## config.mk

```make
export PLATFORM = sky130hd
export DESIGN_NAME = xadc_stream_arbiter_flat
export DESIGN_NICKNAME = d
export VERILOG_FILES = /design/src/rtl/xadc_stream_arbiter_if.sv /design/src/rtl/xadc_stream_arbiter.sv /design/src/flat_wrapper.sv
export SDC_FILE = /design/constraint.sdc
export NUM_CORES = 1
export LEC_CHECK = 0
export BUFFER_PORTS_ARGS = -buffer_cell sky130_fd_sc_hd__clkbuf_2
export CELL_PAD_IN_SITES_DETAIL_PLACEMENT = 2
export CELL_PAD_IN_SITES_GLOBAL_PLACEMENT = 2
export CORE_UTILIZATION = 19
export CTS_CLUSTER_DIAMETER = 100
export DETAILED_ROUTE_END_ITERATION = 7
export GPL_ROUTABILITY_DRIVEN = 0
export PLACE_DENSITY_LB_ADDON = 0.1
export SYNTH_ARGS = -nofsm -noshare
export SYNTH_HDL_FRONTEND = slang
export SYNTH_SLANG_ARGS = --single-unit
```

## constraint.sdc

```tcl
create_clock -name clk -period 1.19 [get_ports clk]
set_clock_uncertainty 0.1 [all_clocks]
set_input_delay 0.238 -clock clk [delete_from_list [all_inputs] [get_ports clk]]
set_output_delay 0.238 -clock clk [all_outputs]
set_load 0.1 [all_outputs]
```

## src/rtl/xadc_stream_arbiter_if.sv

```systemverilog
// 16-bit AXI-Stream bundle shared by the XADC sample streams and the merged output.
// Source drives the payload and sideband, Sink drives tready.
interface axis_interface #(
    parameter int DATA_W = 16
);
    logic              tvalid;
    logic              tready;
    logic [DATA_W-1:0] tdata;
    logic              tlast;
    logic [DATA_W/8-1:0] tkeep;
    logic              tid;
    logic              tdest;
    logic              tuser;

    modport Source (output tvalid, tdata, tlast, tkeep, tid, tdest, tuser, input tready);
    modport Sink   (input tvalid, tdata, tlast, tkeep, tid, tdest, tuser, output tready);
    modport master (output tvalid, tdata, tlast, tkeep, tid, tdest, tuser, input tready);
    modport slave  (input tvalid, tdata, tlast, tkeep, tid, tdest, tuser, output tready);
endinterface

```

## src/rtl/xadc_stream_arbiter.sv

```systemverilog
// Round-robin merge of the voltage and current XADC streams onto one tagged,
// framed 16-bit AXIS output with a single registered output stage.
module xadc_stream_arbiter #(
    parameter int FRAME_LEN = 64,
    localparam int CNT_W = $clog2(FRAME_LEN)
) (
    input  logic             clk,
    input  logic             rst,
    input  logic             enable,
    axis_interface.Sink      voltage_channel,
    axis_interface.Sink      current_monitor_channel,
    axis_interface.Source    out_axis,
    output logic             last_grant,
    output logic [CNT_W-1:0] word_cnt_o
);
    // Handshake: a word moves on any interface in a cycle where tvalid && tready
    // are both high at the rising clk edge; tvalid never waits on tready.

    localparam logic [CNT_W-1:0] CNT_MAX = CNT_W'(FRAME_LEN - 1);
    localparam logic [3:0]       TAG_V   = 4'h1;
    localparam logic [3:0]       TAG_C   = 4'h2;

    logic             out_valid_q, out_valid_d;
    logic [15:0]      out_data_q, out_data_d;
    logic             out_last_q, out_last_d;
    logic             last_grant_q, last_grant_d;
    logic [CNT_W-1:0] word_cnt_q, word_cnt_d;

    logic load;
    logic any_req;
    logic grant_cur;
    logic fire;

    always_comb begin
        load    = !rst && enable && (!out_valid_q || out_axis.tready);
        any_req = voltage_channel.tvalid || current_monitor_channel.tvalid;
        // On a tie the channel that did not win last time goes next.
        if (voltage_channel.tvalid && current_monitor_channel.tvalid) begin
            grant_cur = !last_grant_q;
        end else begin
            grant_cur = current_monitor_channel.tvalid;
        end
        fire = load && any_req;
    end

    assign voltage_channel.tready         = load && voltage_channel.tvalid && !grant_cur;
    assign current_monitor_channel.tready = load && current_monitor_channel.tvalid && grant_cur;

    always_comb begin
        out_valid_d  = out_valid_q;
        out_data_d   = out_data_q;
        out_last_d   = out_last_q;
        last_grant_d = last_grant_q;
        word_cnt_d   = word_cnt_q;
        if (fire) begin
            out_valid_d  = 1'b1;
            out_data_d   = grant_cur ? {current_monitor_channel.tdata[15:4], TAG_C}
                                     : {voltage_channel.tdata[15:4], TAG_V};
            out_last_d   = (word_cnt_q == CNT_MAX);
            last_grant_d = grant_cur;
            word_cnt_d   = (word_cnt_q == CNT_MAX) ? '0 : word_cnt_q + CNT_W'(1);
        end else if (out_valid_q && out_axis.tready) begin
            out_valid_d = 1'b0;
        end
        // Once disabled and drained, restart framing and give voltage the next tie.
        if (!enable && !out_valid_q) begin
            word_cnt_d   = '0;
            last_grant_d = 1'b1;
        end
    end

    always_ff @(posedge clk or posedge rst) begin
        if (rst) begin
            out_valid_q  <= 1'b0;
            out_data_q   <= '0;
            out_last_q   <= 1'b0;
            last_grant_q <= 1'b1;
            word_cnt_q   <= '0;
        end else begin
            out_valid_q  <= out_valid_d;
            out_data_q   <= out_data_d;
            out_last_q   <= out_last_d;
            last_grant_q <= last_grant_d;
            word_cnt_q   <= word_cnt_d;
        end
    end

    assign out_axis.tvalid = out_valid_q;
    assign out_axis.tdata  = out_data_q;
    assign out_axis.tlast  = out_last_q;
    assign out_axis.tkeep  = '1;
    assign out_axis.tid    = 1'b0;
    assign out_axis.tdest  = 1'b0;
    assign out_axis.tuser  = 1'b0;
    assign last_grant      = last_grant_q;
    assign word_cnt_o      = word_cnt_q;

    logic unused_inputs;
    assign unused_inputs = ^{voltage_channel.tdata[3:0], voltage_channel.tlast,
                             voltage_channel.tkeep, voltage_channel.tid,
                             voltage_channel.tdest, voltage_channel.tuser,
                             current_monitor_channel.tdata[3:0], current_monitor_channel.tlast,
                             current_monitor_channel.tkeep, current_monitor_channel.tid,
                             current_monitor_channel.tdest, current_monitor_channel.tuser};
endmodule

```

## src/flat_wrapper.sv

```systemverilog
// flat-port wrapper written by rule: the top's interface ports become plain ports
module xadc_stream_arbiter_flat 
#(
    parameter int FRAME_LEN = 64,
    localparam int CNT_W = $clog2(FRAME_LEN)
)
  (clk, rst, enable, last_grant, word_cnt_o, voltage_channel_tvalid, voltage_channel_tdata, voltage_channel_tlast, voltage_channel_tkeep, voltage_channel_tid, voltage_channel_tdest, voltage_channel_tuser, voltage_channel_tready, current_monitor_channel_tvalid, current_monitor_channel_tdata, current_monitor_channel_tlast, current_monitor_channel_tkeep, current_monitor_channel_tid, current_monitor_channel_tdest, current_monitor_channel_tuser, current_monitor_channel_tready, out_axis_tvalid, out_axis_tdata, out_axis_tlast, out_axis_tkeep, out_axis_tid, out_axis_tdest, out_axis_tuser, out_axis_tready);
  axis_interface #(.DATA_W(16)) voltage_channel_i ();
  axis_interface #(.DATA_W(16)) current_monitor_channel_i ();
  axis_interface #(.DATA_W(16)) out_axis_i ();
  input  logic clk;
  input  logic rst;
  input  logic enable;
  output logic last_grant;
  output logic [CNT_W-1:0] word_cnt_o;
  input wire logic [$bits(voltage_channel_i.tvalid)-1:0] voltage_channel_tvalid;
  input wire logic [$bits(voltage_channel_i.tdata)-1:0] voltage_channel_tdata;
  input wire logic [$bits(voltage_channel_i.tlast)-1:0] voltage_channel_tlast;
  input wire logic [$bits(voltage_channel_i.tkeep)-1:0] voltage_channel_tkeep;
  input wire logic [$bits(voltage_channel_i.tid)-1:0] voltage_channel_tid;
  input wire logic [$bits(voltage_channel_i.tdest)-1:0] voltage_channel_tdest;
  input wire logic [$bits(voltage_channel_i.tuser)-1:0] voltage_channel_tuser;
  output wire logic [$bits(voltage_channel_i.tready)-1:0] voltage_channel_tready;
  input wire logic [$bits(current_monitor_channel_i.tvalid)-1:0] current_monitor_channel_tvalid;
  input wire logic [$bits(current_monitor_channel_i.tdata)-1:0] current_monitor_channel_tdata;
  input wire logic [$bits(current_monitor_channel_i.tlast)-1:0] current_monitor_channel_tlast;
  input wire logic [$bits(current_monitor_channel_i.tkeep)-1:0] current_monitor_channel_tkeep;
  input wire logic [$bits(current_monitor_channel_i.tid)-1:0] current_monitor_channel_tid;
  input wire logic [$bits(current_monitor_channel_i.tdest)-1:0] current_monitor_channel_tdest;
  input wire logic [$bits(current_monitor_channel_i.tuser)-1:0] current_monitor_channel_tuser;
  output wire logic [$bits(current_monitor_channel_i.tready)-1:0] current_monitor_channel_tready;
  output wire logic [$bits(out_axis_i.tvalid)-1:0] out_axis_tvalid;
  output wire logic [$bits(out_axis_i.tdata)-1:0] out_axis_tdata;
  output wire logic [$bits(out_axis_i.tlast)-1:0] out_axis_tlast;
  output wire logic [$bits(out_axis_i.tkeep)-1:0] out_axis_tkeep;
  output wire logic [$bits(out_axis_i.tid)-1:0] out_axis_tid;
  output wire logic [$bits(out_axis_i.tdest)-1:0] out_axis_tdest;
  output wire logic [$bits(out_axis_i.tuser)-1:0] out_axis_tuser;
  input wire logic [$bits(out_axis_i.tready)-1:0] out_axis_tready;
  assign voltage_channel_i.tvalid = voltage_channel_tvalid;
  assign voltage_channel_i.tdata = voltage_channel_tdata;
  assign voltage_channel_i.tlast = voltage_channel_tlast;
  assign voltage_channel_i.tkeep = voltage_channel_tkeep;
  assign voltage_channel_i.tid = voltage_channel_tid;
  assign voltage_channel_i.tdest = voltage_channel_tdest;
  assign voltage_channel_i.tuser = voltage_channel_tuser;
  assign voltage_channel_tready = voltage_channel_i.tready;
  assign current_monitor_channel_i.tvalid = current_monitor_channel_tvalid;
  assign current_monitor_channel_i.tdata = current_monitor_channel_tdata;
  assign current_monitor_channel_i.tlast = current_monitor_channel_tlast;
  assign current_monitor_channel_i.tkeep = current_monitor_channel_tkeep;
  assign current_monitor_channel_i.tid = current_monitor_channel_tid;
  assign current_monitor_channel_i.tdest = current_monitor_channel_tdest;
  assign current_monitor_channel_i.tuser = current_monitor_channel_tuser;
  assign current_monitor_channel_tready = current_monitor_channel_i.tready;
  assign out_axis_tvalid = out_axis_i.tvalid;
  assign out_axis_tdata = out_axis_i.tdata;
  assign out_axis_tlast = out_axis_i.tlast;
  assign out_axis_tkeep = out_axis_i.tkeep;
  assign out_axis_tid = out_axis_i.tid;
  assign out_axis_tdest = out_axis_i.tdest;
  assign out_axis_tuser = out_axis_i.tuser;
  assign out_axis_i.tready = out_axis_tready;
  xadc_stream_arbiter #(.FRAME_LEN(FRAME_LEN)) u_core (.clk(clk), .rst(rst), .enable(enable), .voltage_channel(voltage_channel_i), .current_monitor_channel(current_monitor_channel_i), .out_axis(out_axis_i), .last_grant(last_grant), .word_cnt_o(word_cnt_o));
endmodule
```

Word-level counts from Yosys, hierarchy flattened
Cells that the tools add are included.

Register bits after elaboration: 25. Input bits: 50. Output and inout port bits: 32. Word-level logic and storage cells: 35.

Add/subtract/negate cells: 1. Equal/unequal tests: 1. Mux-type cells: 9. Reductions and logical operators: 19.

Operators with widths (count): $mux 6 (3); $mux 16 (1); $logic_and 1x1->1 (10); $add 6x1->6 const B (1); $eq 6x6->1 const B (1); $logic_not 1->1 (5); $mux 1 (5); $reduce_bool 2->1 (2); $logic_or 1x1->1 (2).

Longest topological paths before layout
Gate-level depths: netlist of run 1.

Depth after elaboration: 6. Gate-level depth with buffers: 5. Mapped depth without buffers: 5.

Worst setup path before layout of run 1
Ideal clock, no wire load.

Kind: register -> output. Start point: register u_core.out_valid_q, in the netlist u_core.out_axis.tvalid. End point: output port voltage_channel_tready. Arrival: 2678 ps. Data required time: 852 ps. Path slack: -1826 ps. Cell stages (with the launch flop): 5. Path buffers: 1. Cell sequence: dfrtp_1 -> nand2b_1 -> nand3_4 -> buf_2 -> nor2_1.

Cells in the longest elaborated chain, start to end: 5.

Ends and longest elaborated chain: from (decl) (RTL line xadc_stream_arbiter.sv:23) `logic out_valid_q, out_valid_d;`; from (signal assigned) (RTL line xadc_stream_arbiter.sv:80) `out_valid_q <= out_valid_d;`; $logic_not 1->1 (RTL line xadc_stream_arbiter.sv:35) `load = !rst && enable && (!out_valid_q || out_axis.tready);`; $logic_or 1x1->1 (RTL line xadc_stream_arbiter.sv:35); $logic_and 1x1->1 (RTL line xadc_stream_arbiter.sv:35); $logic_and 1x1->1 (2 in series) (RTL line xadc_stream_arbiter.sv:46) `assign voltage_channel.tready = load && voltage_channel.tvalid && !grant_cur;`; to (decl) (RTL line flat_wrapper.sv:23) `output wire logic [$bits(voltage_channel_i.tready)-1:0] voltage_channel_tready;`.

No other way between the ends.

Final worst setup path of run 1
Start point: register u_core.last_grant_q, in the netlist u_core.last_grant. End point: output port voltage_channel_tready.

Cells in the longest elaborated chain, start to end: 4.

Ends and longest elaborated chain: from (decl) (RTL line xadc_stream_arbiter.sv:26) `logic last_grant_q, last_grant_d;`; from (signal assigned) (RTL line xadc_stream_arbiter.sv:83) `last_grant_q <= last_grant_d;`; $logic_not 1->1 (RTL line xadc_stream_arbiter.sv:39) `grant_cur = !last_grant_q;`; $mux 1 (RTL line xadc_stream_arbiter.sv:38) `if (voltage_channel.tvalid && current_monitor_channel.tvalid) begin`; $logic_not 1->1 (RTL line xadc_stream_arbiter.sv:46); $logic_and 1x1->1 (RTL line xadc_stream_arbiter.sv:46).

No other way between the ends.

==> metrics.md, run 1 <==
| Metric | Value |
|---|---|
| Syn avg cell area | 9.780 um2 |
| Share of cells above drive strength 1 | 67.45% |
| Crit path launch type | flip-flop |
| Status | finished, violations left |
| DP Area | 2111 um2 |
| Crit-path max FO | 2 |
| Final WS setup | -0.5237 ns |
| R2R depth | 6 |
| Post-synth top area share | a little under half |
| Largest net degree at the start of global routing | 24 |
| Power Dens Cells | 1509 nW/um2 |
| Ant diodes | 0 |
| Synth area leaders | dfrtp_1 (47%), mux2i_1 (11%), o21ai_0 (6.8%) |
| Worst r2r src | u_core.last_grant$_DFFE_PP1P_ |
| Tightest Hold Check Type | primary input to flip-flop |
| Grt ovf | 0 |
| Synthesized cell area | 1174 um2 |
| RSZ-0062 raised after global routing | yes |
| Synth top cells by count | dfrtp_1 (22), nand2_1 (20), o21ai_0 (16), mux2i_1 (13), buf_4 (7) |
| Final Hold Slack | 0.1455 ns |
| CORE AREA | just under 6000 um2 |
| Arrival @ worst endpoint | approximately 1.4 ns |
| GRT Overall Usage | 13.43% |
| Sequential share of the synthesized area | 49.15% |
| Failing checks | negative setup slack |
| Max Cap Viol | 0 |
| Yosys warns | 0 |
| Area delta synth->final | 108.3% |
| Crit. End Element | primary output |
| Post-Synthesis Cells | 120 |
| Fmax | 583.5 MHz |
| Async set-reset flop share out of synthesis | 100.0% |
| Vias in the first global route | 1341 |
| Vias/cell | 4.258 |
| Htree depth | 1 |
| Clk slew on worst S/H paths | roughly 0.090 ns |
| FP Rows | 28 |
| Setup TNS Final | -9.868 ns |
| Clk buf depth | 2 |
| Setup slack, reg-to-reg | -0.38 ns |
| Main flop type after synthesis | dfrtp_1 |
| Initial antenna violation count | 0 |
| Biggest area consumer among synthesized cells | dfrtp_1 |
| Period utilization | 144.0% |
| DIE AREA | 6496 um2 |
| VDD IR max | approximately 0.00076 V |
| Via count | between 1000 and 1500 |
| Critical path buffers and inverters | 2 |
| Num CTS Buffers | 3 |
| Chip Width | 80.60 um |
| Die Y | 80.60 um |
| Routed Wire Length | 4097 um |
| # clock sinks | 23 |
| Post-synth EDFFs | 0 |
| CTS tree | yes |
| Port Buffers | 54 |
| Most used cell, CP | buf_12 |
| Worst path slowest cell | dfstp_4 |
| Reg2reg end | u_core.out_axis.tdata[4]$_DFFE_PP0P_ |
| Crit-path leading delay family | flip-flops |
| Worst Hold Depth | 3 |
| Worst-path cell chain | a21boi_4 -> buf_12 -> nor2_4 -> buf_12 |
| # IOs | 82 |
| Layout Cell Area excl Fill | about 2400 um2 |
| Worst hold path startpoint | voltage_channel_tdata[8] |
| Layout Utilization | 41.05% |
| TritonRoute pass-1 iters | 4 |
| Layout net count | 264 |
| Setup violators final | 48 |
| #FFs+latches synth | 23 |
| 1st-iter DRT viols | 47 |
| Worst EP required | roughly 0.85 ns |
| Routed length per instance | 14.28 um |
| Count leader, synth | dfrtp_1 |
| Worst-skew pair later-pin latency | about 0.27 ns |
| Clock Tree Root | clkbuf_8 |
| Fillers | 653 |
| Initial Util | around 20% |
| Drt drc | 0 |
| Worst Hold Endpoint | u_core.out_axis.tdata[8]$_DFFE_PP0P_ |
| Remaining antenna violation count after routing | 0 |
| Post-synth cell types | 29 |
| LEAKAGE | 1.124 nW |
| Kind of critical path | flip-flop to primary output |
| First-pass GRT wire length | 6548 um |
| Hold Fails Final Rpt | 0 |
| Tmin final | 1.714 ns |
| Final Slew Violations | 0 |
| HPWL after DPL | 2982 um |
| Max incr delay on CP | 0.64 ns |
placed cells by master, fill, tap and decap left out, types with 3 or more instances in the layout:
master | netlist | final
conb_1 | 2 | 7
buf_12 | 0 | 26
buf_6 | 1 | 20
mux2i_1 | 13 | 13
clkbuf_2 | 0 | 29
nand2_2 | 0 | 3
clkbuf_8 | 0 | 3
dfrtp_4 | 0 | 6
nand3_1 | 5 | 5
buf_4 | 7 | 19
nand2_1 | 20 | 16
o21ai_1 | 0 | 13
dfrtp_2 | 0 | 16
metrics by stage:
stage               setup slack, ns  std cells  power [W]
CTS                         -0.5340        282   0.003693
finish                      -0.5237        287   0.003689
global route                -0.5746        287   0.003847
global placement            -0.2457        263   0.003016
floorplan                   -0.6991        125   0.002272
detailed placement          -0.2783        263   0.003057
state kept, by name, indices dropped and copies added (netlist names):
name                    count
u_core.last_grant           1
u_core.out_axis.tdata      14
u_core.out_axis.tlast       1
u_core.out_axis.tvalid      1
u_core.word_cnt_o           6
cell type report:
class | instances | area [um2] | share of cell area, %
timing repair buffer | 95 | 1044 | 42.68
multi-input combinational | 89 | 634.4 | 25.95
sequential | 23 | 623.1 | 25.49
inverter | 1 | 3.754 | 0.1535
tap | 75 | 93.84 | 3.838
clock inverter | 1 | 5.005 | 0.2047
clock buffer | 3 | 41.29 | 1.689
worst reg2reg max path, cell delays in order, from the launching register on:
cell and delay, ns:
dfstp_4 0.64, a21boi_4 0.07, buf_12 0.13, buf_4 0.14
buf_6 0.13, mux2i_1 0.16, o21ai_1 0.08
worst max-delay path by stage:
stage                                                end  cells after the start  slack [ns]                           from
floorplan                         voltage_channel_tready                      3       -0.70  u_core.last_grant$_DFFE_PP1P_
global placement    u_core.out_axis.tdata[4]$_DFFE_PP0P_                      5       -0.25  u_core.last_grant$_DFFE_PP1P_
detailed placement      u_core.word_cnt_o[3]$_DFFE_PP0P_                      5       -0.28                            rst
CTS                               voltage_channel_tready                      4       -0.53  u_core.last_grant$_DFFE_PP1P_
global route              current_monitor_channel_tready                      3       -0.57  u_core.last_grant$_DFFE_PP1P_
finish                            voltage_channel_tready                      4       -0.52  u_core.last_grant$_DFFE_PP1P_
kinds of logic after synthesis:
kind of cell    synth area share (%)
compound gates                 12.79
mux                            11.09
buf+inv                        7.462
other cells                   0.6399
simple gates                   17.80
fa+ha+maj                      1.066
flops                          49.15
layer usage:
metal / track usage (%) / share of wire (%) / up-vias
met5: 0 / 0 / -
met4: 4.821 / 0.98 / 0
met3: 2.614 / 4.0 / 2
met2: 25.34 / 56 / 30
met1: 14.66 / 39 / 603
li1: - / - / 587
power by group:
part / total [W] / leakage [nW] / switching (W) / internal [W]
combinational: 0.00210 / 0.837 / 0.00132 / 0.000782
sequential: 0.00107 / 0.261 / 0.000131 / 0.000936
clock: 0.000517 / 0.0255 / 0.000282 / 0.000234
what timing repair did:
item / CTS / global route
buffers inserted: 14 / 7
resized for setup: 25 / 16
pin swaps: 7 / 7
endpoints found under the setup margin: 47 / 48
hold buffers: 1 / 0
hold endpoints to repair: 22 / 0
No activity file was read; power rests on OpenSTA's default activity.
==> run 2: changes to the inputs <==
Settings changed: TNS_END_PERCENT set to 20.
==> run 2 against run 1 <==
  * The run still ends with negative setup slack left
  * Register-to-register slack worse by 0.11 ns
  * Clock power hardly changed
  * Die area stayed put
  * Non-clock buffer count is 9 lower
  * Sequential power hardly changed
  * Design area is 5.3% lower
  * Total power is 1.4% lower
  * Sequential share of layout area is 0.62 points higher
  * Worst setup slack worse by 0.0067 ns
  * Maximum frequency is 0.39% lower
  * Core utilization is 2.2 points lower
  * Critical endpoint unchanged
==> metrics.md, run 2 (synthesis gave the netlist of run 1 again) <==
| Metric | Value |
|---|---|
| Power Dens Cells | 1571 nW/um2 (+4.2%) |
| Worst path slowest cell | dfstp_4 |
| Clock Tree Root | clkbuf_8 |
| Final WS setup | -0.5304 ns (-0.006667 ns) |
| Setup violators final | 48 (unchanged) |
| Reg2reg end | u_core.out_axis.tdata[11]$_DFFE_PP0P_ |
| Switching share of power | 47.28% (+0.22 points) |
| Initial antenna violation count | 0 (unchanged) |
| Worst r2r src | u_core.last_grant$_DFFE_PP1P_ |
| Num CTS Buffers | 3 (unchanged) |
| Fmax | 581.3 MHz (-0.39%) |
| Crit. End Element | primary output |
| Tmin final | 1.720 ns (+0.006667 ns) |
| Initial Util | 19.71% (unchanged) |
| Final Slew Violations | 0 (unchanged) |
| Internal | 0.001918 W (-1.8%) |
| Max reg flops | 14 (unchanged) |
| Worst Hold Endpoint | u_core.out_axis.tdata[5]$_DFFE_PP0P_ |
| R2R depth | 7 (+1) |
| Crit-path max FO | 2 (unchanged) |
| Worst hold path startpoint | voltage_channel_tdata[5] |
| Area delta synth->final | 97.23% |
| DP Area | 2120 um2 (+0.42%) |
| Status | finished, violations left |
| Drt drc | 0 (unchanged) |
| Remaining antenna violation count after routing | 0 (unchanged) |
| Layout Utilization | 38.87% (-2.2 points) |
| Clk slew on worst S/H paths | 0.09 ns (about the same) |
| Htree depth | 1 (unchanged) |
| 1st-iter DRT viols | 8 (-83%) |
| Ant diodes | 0 (unchanged) |
| Power Total | 0.003638 W (-1.4%) |
| Via count | 1205 (-1.4%) |
| Crit-path leading delay family | flip-flops |
| Fillers | 636 (-2.6%) |
| Routed length per instance | 14.67 um (+2.7%) |
| First-pass GRT wire length | 6486 um (-0.95%) |
| Share of cells above drive strength 1 | 55.67% (-12 points) |
| CORE AREA | 5956 um2 (unchanged) |
| LEAKAGE | 1.075 nW (-4.4%) |
| Worst Hold Depth | 3 (unchanged) |
| TritonRoute pass-1 iters | 2 (-2) |
| VDD IR max | 0.0007079 V (-6.3%) |
| Layout net count | 255 (-3.4%) |
| Port Buffers | 54 (unchanged) |
| Hold Fails Final Rpt | 0 (unchanged) |
| Most frequent cells in the layout | clkbuf_2 (29), buf_12 (27), nand2_1 (18), buf_4 (15), dfrtp_1 (15) |
| Vias/cell | 4.335 (+1.8%) |
| Most used cell, CP | buf_12 |
| Switching Power | 0.001720 W (-0.93%) |
| DIE AREA | 6496 um2 (unchanged) |
| # clock sinks | 23 (unchanged) |
| Crit path launch type | flip-flop |
| Logic pwr share | 56.8% (-0.3 points) |
| Pre-CTS setup slack | -0.3053 ns (-0.02695 ns) |
| Worst EP required | 0.85 ns (about the same) |
| Kind of critical path | flip-flop to primary output |
| Max Cap Viol | 0 (unchanged) |
| Routed Wire Length | 4077 um (-0.49%) |
| Largest net degree at the start of global routing | 24 (unchanged) |
| Commonest non-fill, non-tap cell in the layout | clkbuf_2 |
| Arrival @ worst endpoint | 1.38 ns (about the same) |
| Grt ovf | 0 (unchanged) |
| Clk buf depth | 2 (unchanged) |
| CTS tree | yes |
| Setup slack, reg-to-reg | -0.49 ns (-0.11 ns) |
| Layout Cell Area excl Fill | 2315 um2 (-5.3%) |
| GRT Overall Usage | 13.33% (-0.099 points) |
| Period utilization | 144.6% (+0.56 points) |
| Vias in the first global route | 1388 (+3.5%) |
| Worst-skew pair later-pin latency | 0.27 ns (about the same) |
| # IOs | 82 (unchanged) |
| Max incr delay on CP | 0.64 ns (about the same) |
| RSZ-0062 raised after global routing | yes |
| Chip Width | 80.60 um (unchanged) |
| Reg power frac | 29.0% (about the same) |
| Critical path buffers and inverters | 2 (unchanged) |
| Tightest Hold Check Type | primary input to flip-flop |
| Worst-path cell chain | a21boi_4 -> buf_12 -> nor2_4 -> buf_12 |
| Failing checks | negative setup slack |
| Clock power share | 14.2% (+0.2 points) |
| FP Rows | 28 (unchanged) |
| HPWL after DPL | 3230 um (+8.3%) |
| Die Y | 80.60 um (unchanged) |
run 2: worst max-delay path by stage:
stage	slack, ns	to	cells past startpoint	from
floorplan	-0.70	voltage_channel_tready	3	u_core.last_grant$_DFFE_PP1P_
global placement	-0.23	u_core.out_axis.tdata[10]$_DFFE_PP0P_	5	u_core.last_grant$_DFFE_PP1P_
detailed placement	-0.31	u_core.out_axis.tdata[11]$_DFFE_PP0P_	5	u_core.last_grant$_DFFE_PP1P_
CTS	-0.54	voltage_channel_tready	4	u_core.last_grant$_DFFE_PP1P_
global route	-0.57	voltage_channel_tready	4	u_core.last_grant$_DFFE_PP1P_
finish	-0.53	voltage_channel_tready	4	u_core.last_grant$_DFFE_PP1P_
run 2: metal layers:
metal  part of all wire (%)  GRT usage (%)
met1                     36          12.37
met2                     58          27.80
met3                    4.5          2.841
met4                    1.7          4.464
met5                      0              0
run 2: stage by stage:
stage | TNS (ns) | hold slack (ns) | instances
2_1_floorplan | -8.382 | 0.1392 | 125
3_3_place_gp | -4.047 | 0.1677 | 265
3_5_place_dp | -4.976 | 0.1797 | 265
4_1_cts | -9.553 | 0.1282 | 277
5_1_grt | -11.90 | 0.1447 | 278
6_report | -9.985 | 0.1305 | 278
run 2: tightest hold or removal path, stage by stage:
cell and delay, ns:
clkbuf_2 0.07, mux2i_1 0.05, o21ai_1 0.10
run 2: timing repair:
item / CTS / global route
endpoints found under the hold margin: 22 / 0
hold buffers: 1 / 0
setup endpoints to repair: 48 / 48
gates resized for setup: 26 / 9
pin swaps: 5 / 4
buffers inserted: 7 / 2
run 2: power groups by stage:
stage          logic (W)  clock network (W)  registers [W]
3_3_place_gp     0.00194                  0        0.00106
3_5_place_dp     0.00198                  0        0.00107
4_1_cts          0.00207           0.000543        0.00106
2_1_floorplan   0.000349                  0        0.00189
5_1_grt          0.00215           0.000571        0.00107
6_report         0.00207           0.000518        0.00105
run 2: cell type report:
| class | instances | area, um2 | share of cell area [%] |
|---|---|---|---|
| Timing Repair Buffer | 86 | 969.7 | 41.89 |
| Sequential cell | 23 | 604.3 | 26.11 |
| Multi-Input combinational cell | 89 | 598.1 | 25.84 |
| Tap cell | 75 | 93.84 | 4.054 |
| Clock buffer | 4 | 45.04 | 1.946 |
| Inverter | 1 | 3.754 | 0.1622 |
==> run 3: changes to the inputs <==
--- a/constraint.sdc
+++ b/constraint.sdc
@@ -3,3 +3,3 @@
 set_input_delay 0.238 -clock clk [delete_from_list [all_inputs] [get_ports clk]]
 set_output_delay 0.238 -clock clk [all_outputs]
-set_load 0.1 [all_outputs]
+set_load 0.005 [all_outputs]
==> run 3 against run 2 <==
  * The flow still finishes with violations (negative setup slack)
  * Critical path depth unchanged
  * Register-to-register slack better by 0.24 ns
  * Core utilization down 5.0 points
  * Global-route usage down 0.60 points
  * Combinational power down 65%
  * Die area unchanged
  * Via count up 1.2%
  * Total power down 40%
  * Design area down 13%
  * Largest power group is now registers
==> metrics.md, run 3 (synthesis gave the netlist of run 1 again) <==
| Metric | Value |
|---|---|
| Status | finished, violations left |
| Failing checks | negative setup slack |
| Vias in the first global route | 1303 (-6.1%) |
| Hold Fails Final Rpt | 0 (unchanged) |
| Arrival @ worst endpoint | 1.18 ns (-0.20 ns) |
| Final WS setup | -0.3301 ns (+0.2003 ns) |
| Footprint of the multi-input gates | 620.6 um2 (+3.8%) |
| Area delta synth->final | 72.07% |
| First-pass GRT wire length | 6313 um (-2.7%) |
| Final Slew Violations | 0 (unchanged) |
| Initial antenna violation count | 0 (unchanged) |
| Setup violators final | 31 (-35%) |
| Tmin final | 1.520 ns (-0.2003 ns) |
| Fillers | 684 (+7.5%) |
| Crit-path max FO | 3 (+1) |
| Most frequent cells in the layout | clkbuf_2 (51), buf_4 (22), dfrtp_1 (20), buf_6 (17), nand2_1 (14) |
| Max reg flops | 14 (unchanged) |
| Num CTS Buffers | 3 (unchanged) |
| Worst EP required | 0.85 ns (about the same) |
| DP Area | 1718 um2 (-19%) |
| Grt ovf | 0 (unchanged) |
| Share of cells above drive strength 1 | 56.87% (+1.2 points) |
| # clock sinks | 23 (unchanged) |
| 1st-iter DRT viols | 16 (+8) |
| Chip Width | 80.60 um (unchanged) |
| TritonRoute pass-1 iters | 3 (+1) |
| Fmax | 657.9 MHz (+13%) |
| Commonest non-fill, non-tap cell in the layout | clkbuf_2 |
| Switching share of power | 29.78% (-17 points) |
| Power Total | 0.002200 W (-40%) |
| Routed Wire Length | 4043 um (-0.83%) |
| Drt drc | 0 (unchanged) |
| Internal | 0.001545 W (-19%) |
| Layout Utilization | 33.91% (-5.0 points) |
| Die Y | 80.60 um (unchanged) |
| Ant diodes | 0 (unchanged) |
| Kind of critical path | flip-flop to primary output |
| Seq. cell area | 579.3 um2 (-4.1%) |
| LEAKAGE | 1.020 nW (-5.1%) |
| Htree depth | 1 (unchanged) |
| Worst-skew pair later-pin latency | 0.26 ns (about the same) |
| Initial Util | 19.71% (unchanged) |
| Tightest Hold Check Type | primary input to flip-flop |
| Clk slew on worst S/H paths | 0.08 ns (about the same) |
| Clock power share | 22.3% (+8.1 points) |
| Layout net count | 263 (+3.1%) |
| Via count | 1220 (+1.2%) |
| Period utilization | 127.7% (-17 points) |
| Port Buffers | 54 (unchanged) |
| Max Cap Viol | 0 (unchanged) |
| Vias/cell | 4.266 (-1.6%) |
| Clock Tree Root | clkbuf_8 |
| Largest net degree at the start of global routing | 13 (-46%) |
| Power Dens Cells | 1089 nW/um2 (-31%) |
| CORE AREA | 5956 um2 (unchanged) |
| DIE AREA | 6496 um2 (unchanged) |
| Clk buf depth | 2 (unchanged) |
| Crit path launch type | flip-flop |
| HPWL after DPL | 2942 um (-8.9%) |
| # IOs | 82 (unchanged) |
| Logic pwr share | 32.5% (-24 points) |
| Pre-CTS setup slack | -0.2481 ns (+0.05720 ns) |
| GRT Overall Usage | 12.74% (-0.60 points) |
| RSZ-0062 raised after global routing | yes |
| Crit. End Element | primary output |
| Routed length per instance | 14.14 um (-3.6%) |
| Layout Cell Area excl Fill | 2019 um2 (-13%) |
| Reg power frac | 45.2% (+16 points) |
| FP Rows | 28 (unchanged) |
| Switching Power | 0.0006552 W (-62%) |
| VDD IR max | 0.0003793 V (-46%) |
| Remaining antenna violation count after routing | 0 (unchanged) |
| CTS tree | yes |
==> run 3: metal layers <==
metal  GRT usage, %  wire length, um  up-vias
met4          2.679               28        0
met3          1.705              253        4
li1               -                -      583
met2          23.31             2102       41
met1          15.69             1659      592
met5              0                0        -
==> run 3: area by class of cell <==
| cell class | count | share of cell area, % |
|---|---|---|
| Timing Repair Buffer | 94 | 33.52 |
| Multi-Input combinational cell | 89 | 30.73 |
| Sequential cell | 23 | 28.69 |
| Tap cell | 75 | 4.647 |
| Clock buffer | 4 | 2.230 |
| Inverter | 1 | 0.1859 |
==> run 3: power groups by stage <==
stage	sequential, W	clock (W)	combinational, W
final	0.000994	0.000490	0.000716
after detailed placement	0.000995	0	0.000573
after floorplan	0.00101	0	0.000229
after CTS	0.000983	0.000527	0.000662
after global placement	0.000988	0	0.000547
after global routing	0.00102	0.000559	0.000797
==> run 3: worst max-delay path, cell delays in order, from the launching register on <==
cell and delay, ns:
dfstp_2 0.56, a21boi_4 0.06, buf_12 0.13, nor2_4 0.06
clkbuf_2 0.10
==> run 3: final timing paths <==
| path | from | end | slack, ns | cells past startpoint |
|---|---|---|---|---|
| min in group asynchronous | rst | u_core.out_axis.tvalid$_DFFE_PP0P_ | 0.36 | 3 |
| setup / recovery | u_core.last_grant$_DFFE_PP1P_ | voltage_channel_tready | -0.33 | 4 |
| hold / removal | voltage_channel_tdata[11] | u_core.out_axis.tdata[11]$_DFFE_PP0P_ | 0.15 | 3 |
| max in group asynchronous | rst | u_core.word_cnt_o[3]$_DFFE_PP0P_ | 0.15 | 4 |
| hold reg to reg | u_core.out_axis.tdata[1]$_DFFE_PP0P_ | u_core.out_axis.tdata[1]$_DFFE_PP0P_ | 0.39 | 1 |
| setup reg to reg | u_core.out_axis.tvalid$_DFFE_PP0P_ | u_core.word_cnt_o[2]$_DFFE_PP0P_ | -0.25 | 6 |
==> run 3: repair_timing <==
action / CTS / global route
endpoints found under the hold margin: 5 / 0
setup buffers: 10 / 5
pin swaps: 3 / 5
hold buffers: 1 / 0
setup endpoints to repair: 30 / 32
gates resized for setup: 21 / 30
==> run 3: metrics by stage <==
step	TNS, ns	std cells	hold slack, ns
floorplan	-0.9811	125	0.1392
global placement	-3.217	267	0.1036
detailed placement	-4.469	267	0.1067
CTS	-5.268	282	0.1538
global route	-7.488	286	0.1480
finish	-5.919	286	0.1517
